===== src/rtl/key_event_queue.sv =====
// Serialises one-cycle key pulses into an ordered FIFO of 2-bit key codes (fixed priority, lowest
// index first). Define KEY_REPEAT_EN to build per-key auto-repeat counters driven by k_level_i.
module key_event_queue #(
  parameter int unsigned DEPTH         = 4,
  parameter int unsigned CW            = 20,
  parameter int unsigned REPEAT_DELAY  = 1000,
  parameter int unsigned REPEAT_PERIOD = 200
) (
  input  logic       clk,
  input  logic       rst_n,
  input  logic [3:0] k_flag_i,
  input  logic [3:0] k_level_i,
  output logic       ev_valid_o,
  output logic [1:0] ev_code_o,
  input  logic       ev_ready_i,
  output logic       overflow_o
);

  localparam int unsigned AW = $clog2(DEPTH);
  localparam int unsigned PW = AW + 1;

  logic [3:0]    pending_q, pending_d;
  logic [3:0]    new_ev, clr, rep_tick;
  logic          overflow_q, overflow_d;
  logic [PW-1:0] wr_ptr_q, rd_ptr_q;
  logic [1:0]    mem_q [DEPTH];
  logic [1:0]    push_idx;
  logic          full, empty, push, pop;

`ifdef KEY_REPEAT_EN
  logic [3:0][CW-1:0] rep_cnt_q, rep_cnt_d;

  always_comb begin
    rep_tick  = '0;
    rep_cnt_d = rep_cnt_q;
    for (int i = 0; i < 4; i++) begin
      if (k_level_i[i]) begin
        rep_cnt_d[i] = '0;
      end else if (rep_cnt_q[i] == CW'(REPEAT_DELAY - 1)) begin
        rep_tick[i]  = 1'b1;
        rep_cnt_d[i] = CW'(REPEAT_DELAY - REPEAT_PERIOD);
      end else begin
        rep_cnt_d[i] = rep_cnt_q[i] + CW'(1);
      end
    end
  end

  always_ff @(posedge clk or negedge rst_n) begin
    if (!rst_n) rep_cnt_q <= '0;
    else        rep_cnt_q <= rep_cnt_d;
  end
`else
  logic unused_cfg;
  assign rep_tick   = '0;
  assign unused_cfg = (^k_level_i) ^ (CW != 0) ^ (REPEAT_DELAY >= REPEAT_PERIOD);
`endif

  // Full/empty use registered pointers only, so a same-cycle pop never frees room for a push.
  assign empty = (wr_ptr_q == rd_ptr_q);
  assign full  = (wr_ptr_q[AW] != rd_ptr_q[AW]) && (wr_ptr_q[AW-1:0] == rd_ptr_q[AW-1:0]);
  assign push  = (|pending_q) && !full;
  assign pop   = !empty && ev_ready_i;

  always_comb begin
    push_idx = 2'd0;
    for (int i = 3; i >= 0; i--) begin
      if (pending_q[i]) push_idx = 2'(i);
    end
  end

  // A new event on a bit being cleared this cycle is kept; otherwise it merges and is flagged.
  always_comb begin
    new_ev     = k_flag_i | rep_tick;
    clr        = push ? (4'b0001 << push_idx) : 4'b0000;
    pending_d  = (pending_q & ~clr) | new_ev;
    overflow_d = |(new_ev & pending_q & ~clr);
  end

  always_ff @(posedge clk or negedge rst_n) begin
    if (!rst_n) begin
      pending_q  <= '0;
      overflow_q <= 1'b0;
      wr_ptr_q   <= '0;
      rd_ptr_q   <= '0;
      for (int i = 0; i < DEPTH; i++) mem_q[i] <= 2'd0;
    end else begin
      pending_q  <= pending_d;
      overflow_q <= overflow_d;
      if (push) begin
        mem_q[wr_ptr_q[AW-1:0]] <= push_idx;
        wr_ptr_q                <= wr_ptr_q + PW'(1);
      end
      if (pop) rd_ptr_q <= rd_ptr_q + PW'(1);
    end
  end

  assign ev_valid_o = !empty;
  assign ev_code_o  = mem_q[rd_ptr_q[AW-1:0]];
  assign overflow_o = overflow_q;

endmodule


===== config.mk =====
export PLATFORM = sky130hd
export DESIGN_NAME = key_event_queue
export DESIGN_NICKNAME = d
export VERILOG_FILES = /design/src/rtl/key_event_queue.sv
export SDC_FILE = /design/constraint.sdc
export NUM_CORES = 1
export LEC_CHECK = 0
export CORE_UTILIZATION = 35
export CTS_BUF_LIST = sky130_fd_sc_hd__clkbuf_8
export CTS_CLUSTER_DIAMETER = 100
export DETAILED_ROUTE_END_ITERATION = 8
export GPL_TIMING_DRIVEN = 0
export HOLD_SLACK_MARGIN = 0.06
export PLACE_DENSITY_LB_ADDON = 0.25
export SYNTH_ARGS = -nofsm -noshare
export SYNTH_HDL_FRONTEND = slang
export SYNTH_SLANG_ARGS = --single-unit

===== constraint.sdc =====
create_clock -name clk -period 2.5 [get_ports clk]
set_input_delay 0.5 -clock clk [delete_from_list [all_inputs] [get_ports clk]]
set_output_delay 0.5 -clock clk [all_outputs]
set_load 0.01 [all_outputs]

==> results.cfg <==
[layout]
postLayoutCoreUtil_pct = 43.9
post-route-cell-area_mm2 = 0.00134
antenna-diode-count = 0
layout-area-overhead-vs-synth_pct = 19.4
layout.nets = 135
final_common_cell = dfrtp_1
fraction_of_layout_cells_with_a_size_suffix_above_1_pct = 11.9
final_cell_mix = dfrtp_1, clkdlybuf4s50_1, inv_1, a31oi_1, nor2_1

[synthesis]
ys_top_cells_by_area = dfrtp_1, ha_1, mux4_1, xnor2_1, a31oi_1
number_of_synthesized_flops_with_an_enable_pin = 0
netlist_instances = 104
synthesis.nets = 120
synth_largest_type_area_fraction_pct = 42.3
seq_area_frac_synth_pct = 42.3
syn_area_mm2 = 0.00112
synth.ff_latch_count = 19
post_synth_num_cell_types = 30
yosys_warnings = 0
postSynth.topFlopCell = dfrtp_1
synth.avg_cell_area_um2 = 10.8
synth_area_leader_cell = dfrtp_1
async_reset_ff_share_pct = 100

[floorplan]
starting_density_of_the_core_pct = 36.8
design.die.area_mm2 = 0.00344
rows = 20
io_pins = 15
die_height_um = 58.7
chipWidth_um = 58.7
core_mm2 = 0.00305

[setup_path]
critical_path_peak_fanout = 10
start_kind = flop
arrival_ns = 1.86
worstPathRequired_ns = 2.00
cp_capture_type = primary output
timing.setup.critical_path_class = flop to primary output

[detailed_routing]
wl_per_cell_um = 14.4
route.antenna.remaining_nets = 0
detail_route.drc_violations = 0
route.detailed.vias_per_inst = 5.40
totalWireLength_um = 2330
vias = 874
detailedRoute.firstPassIterationCount = 4
drtIter0Drc = 27

[sta]
finalWorstPathRequiredPeriod_ns = 2.36
hold_viol = 0
timing.setup.tns_ns = 0
post_route_fraction_of_the_period_consumed_by_the_critical_path_pct = 94.5
clock-skew-final_ns = 0.00314
timing.max_slew.rel_slack_pct = 41.2
worst-slew-pin-transition_ns = 0.879
grt_setup_unrepaired = no
timing.final.setup_violations = 0
timing_limited_maximum_frequency_ghz = 0.423
slew_violations = 0

[outcome]
outcome = finished, final reports clean

[cts]
h_tree_levels = 1
cts_hold_repair.buffers = 0
tritoncts_num_sinks = 19
cts_root_buffer = clkbuf_8
cts_tree = yes
postCtsSetupRepairBufs = 0
cts_repair_resized_insts = 0
worstSkewPairLatency_ns = 0.26
path_clk_slew_ns = 0.07
clk_path_buf_depth = 2
clock_buffers_created_by_tritoncts = 3

[global_route]
grt_antenna_before_repair = 0
grt_max_degree = 20
first_global_vias = 797
groute.usage.overall_pct = 15.3
grt_overflow_total = 0
grt_first_pass_wirelength_um = 3860

[power]
pwr-share-comb_pct = 60.7
p_total_mw = 2.03
power.sequential.fraction_pct = 28.6
cell_internal_pwr_mw = 1.16
p_leak_nw = 0.553
peakVddDrop_uv = 485
swShare_pct = 43.2
p_switching_mw = 0.878
clockPowerShare_pct = 10.7
power_per_cell_area_mw_per_mm2 = 1520

[place]
globalplace.congestion = 0.884
numPortBuffers = 10
post_dp_cell_area_mm2 = 0.00128
detailedPlacementHpwl_um = 1650

[run]
drv.max_cap_violation_count = 0

[min_path]
hold_class = flop to flop
logic make-up (layout without fill, tap and decap cells):
logic type | after synthesis | after routing | share of synthesized area, %
fa+ha+maj | 5 | 5 | 5.57
simple gates | 18 | 18 | 9.02
xor+xnor | 9 | 9 | 7.02
mux | 4 | 4 | 6.68
compound gates | 35 | 35 | 23.4
flops | 19 | 19 | 42.3
buf+inv | 14 | 28 | 6.01
sequential cells by signal, summed over array words and instances (netlist names):
register,flops
pending_q,4
rd_ptr_q,3
overflow_o,1
mem_q,8
wr_ptr_q,3
routing by layer:
layer  wire (um)  share of wire, %  up-vias  track usage (%)
li1            -                 -      421                -
met2        1080                46       25             22.7
met1        1090                47      423             22.1
met5           0                 0        -                0
met3         117               5.0        5             2.64
met4          37               1.6        0             6.12
synth_stat cells, types with 2 or more instances:
| library cell | count |
|---|---|
| dfrtp_1 | 19 |
| a31oi_1 | 8 |
| inv_1 | 7 |
| nor2_1 | 7 |
| xnor2_1 | 6 |
| ha_1 | 5 |
| a2bb2oi_1 | 4 |
| a311o_1 | 4 |
| a32o_1 | 4 |
| nand3_1 | 4 |
| o21ai_0 | 4 |
| a21oi_1 | 3 |
| buf_2 | 3 |
| xor2_1 | 3 |
| a21o_1 | 2 |
| clkbuf_1 | 2 |
| mux2_2 | 2 |
| mux4_1 | 2 |
| nand2_1 | 2 |
| nor3_1 | 2 |
| o311ai_0 | 2 |
power groups by stage:
stage / logic, mW / registers, mW / clock network (mW)
global route: 1.35 / 0.606 / 0.227
CTS: 1.20 / 0.575 / 0.221
finish: 1.24 / 0.581 / 0.218
floorplan: 0.903 / 0.551 / 0
global placement: 1.17 / 0.576 / 0
detailed placement: 1.20 / 0.578 / 0
layout make-up:
class                           instances  area [um^2]
Buffer                                  7         43.8
Clock buffer                            3         41.3
Clock inverter                          1         3.75
Fill cell                             309         1710
Inverter                                7         26.3
Multi-Input combinational cell         71          596
Sequential cell                        19          475
Tap cell                               44         55.1
Timing Repair Buffer                   10          100
metrics by stage:
step                hold WS, ns  setup WS [ns]  cells
finish                    0.493          0.138    162
detailed placement        0.480          0.313    158
global route              0.539         0.0554    162
global placement          0.477          0.347    158
floorplan                 0.204          0.920    104
CTS                       0.496         0.0136    162
worst max-delay path, stage by stage (launching register included):
cell,delay (ns)
dfrtp_1,0.38
buf_4,0.17
xnor2_2,0.21
clkbuf_4,0.24
nand3_1,0.09
clkdlybuf4s50_1,0.50
final timing paths:
path / end / slack (ns) / from / depth (start not counted)
worst max-delay path: ev_valid_o / 0.14 / rd_ptr_q[0]$_DFFE_PN0P_ / 5
worst min-delay path: mem_q[4]$_DFFE_PN0P_ / 0.49 / mem_q[4]$_DFFE_PN0P_ / 1
worst max register to register: mem_q[6]$_DFFE_PN0P_ / 0.90 / rd_ptr_q[2]$_DFFE_PN0P_ / 4
worst min register to register: mem_q[4]$_DFFE_PN0P_ / 0.49 / mem_q[4]$_DFFE_PN0P_ / 1
max in group asynchronous: mem_q[3]$_DFFE_PN0P_ / 1.23 / rst_n / 1
min in group asynchronous: mem_q[1]$_DFFE_PN0P_ / 0.73 / rst_n / 1
Note: power is estimated with default switching activity, not from simulation.
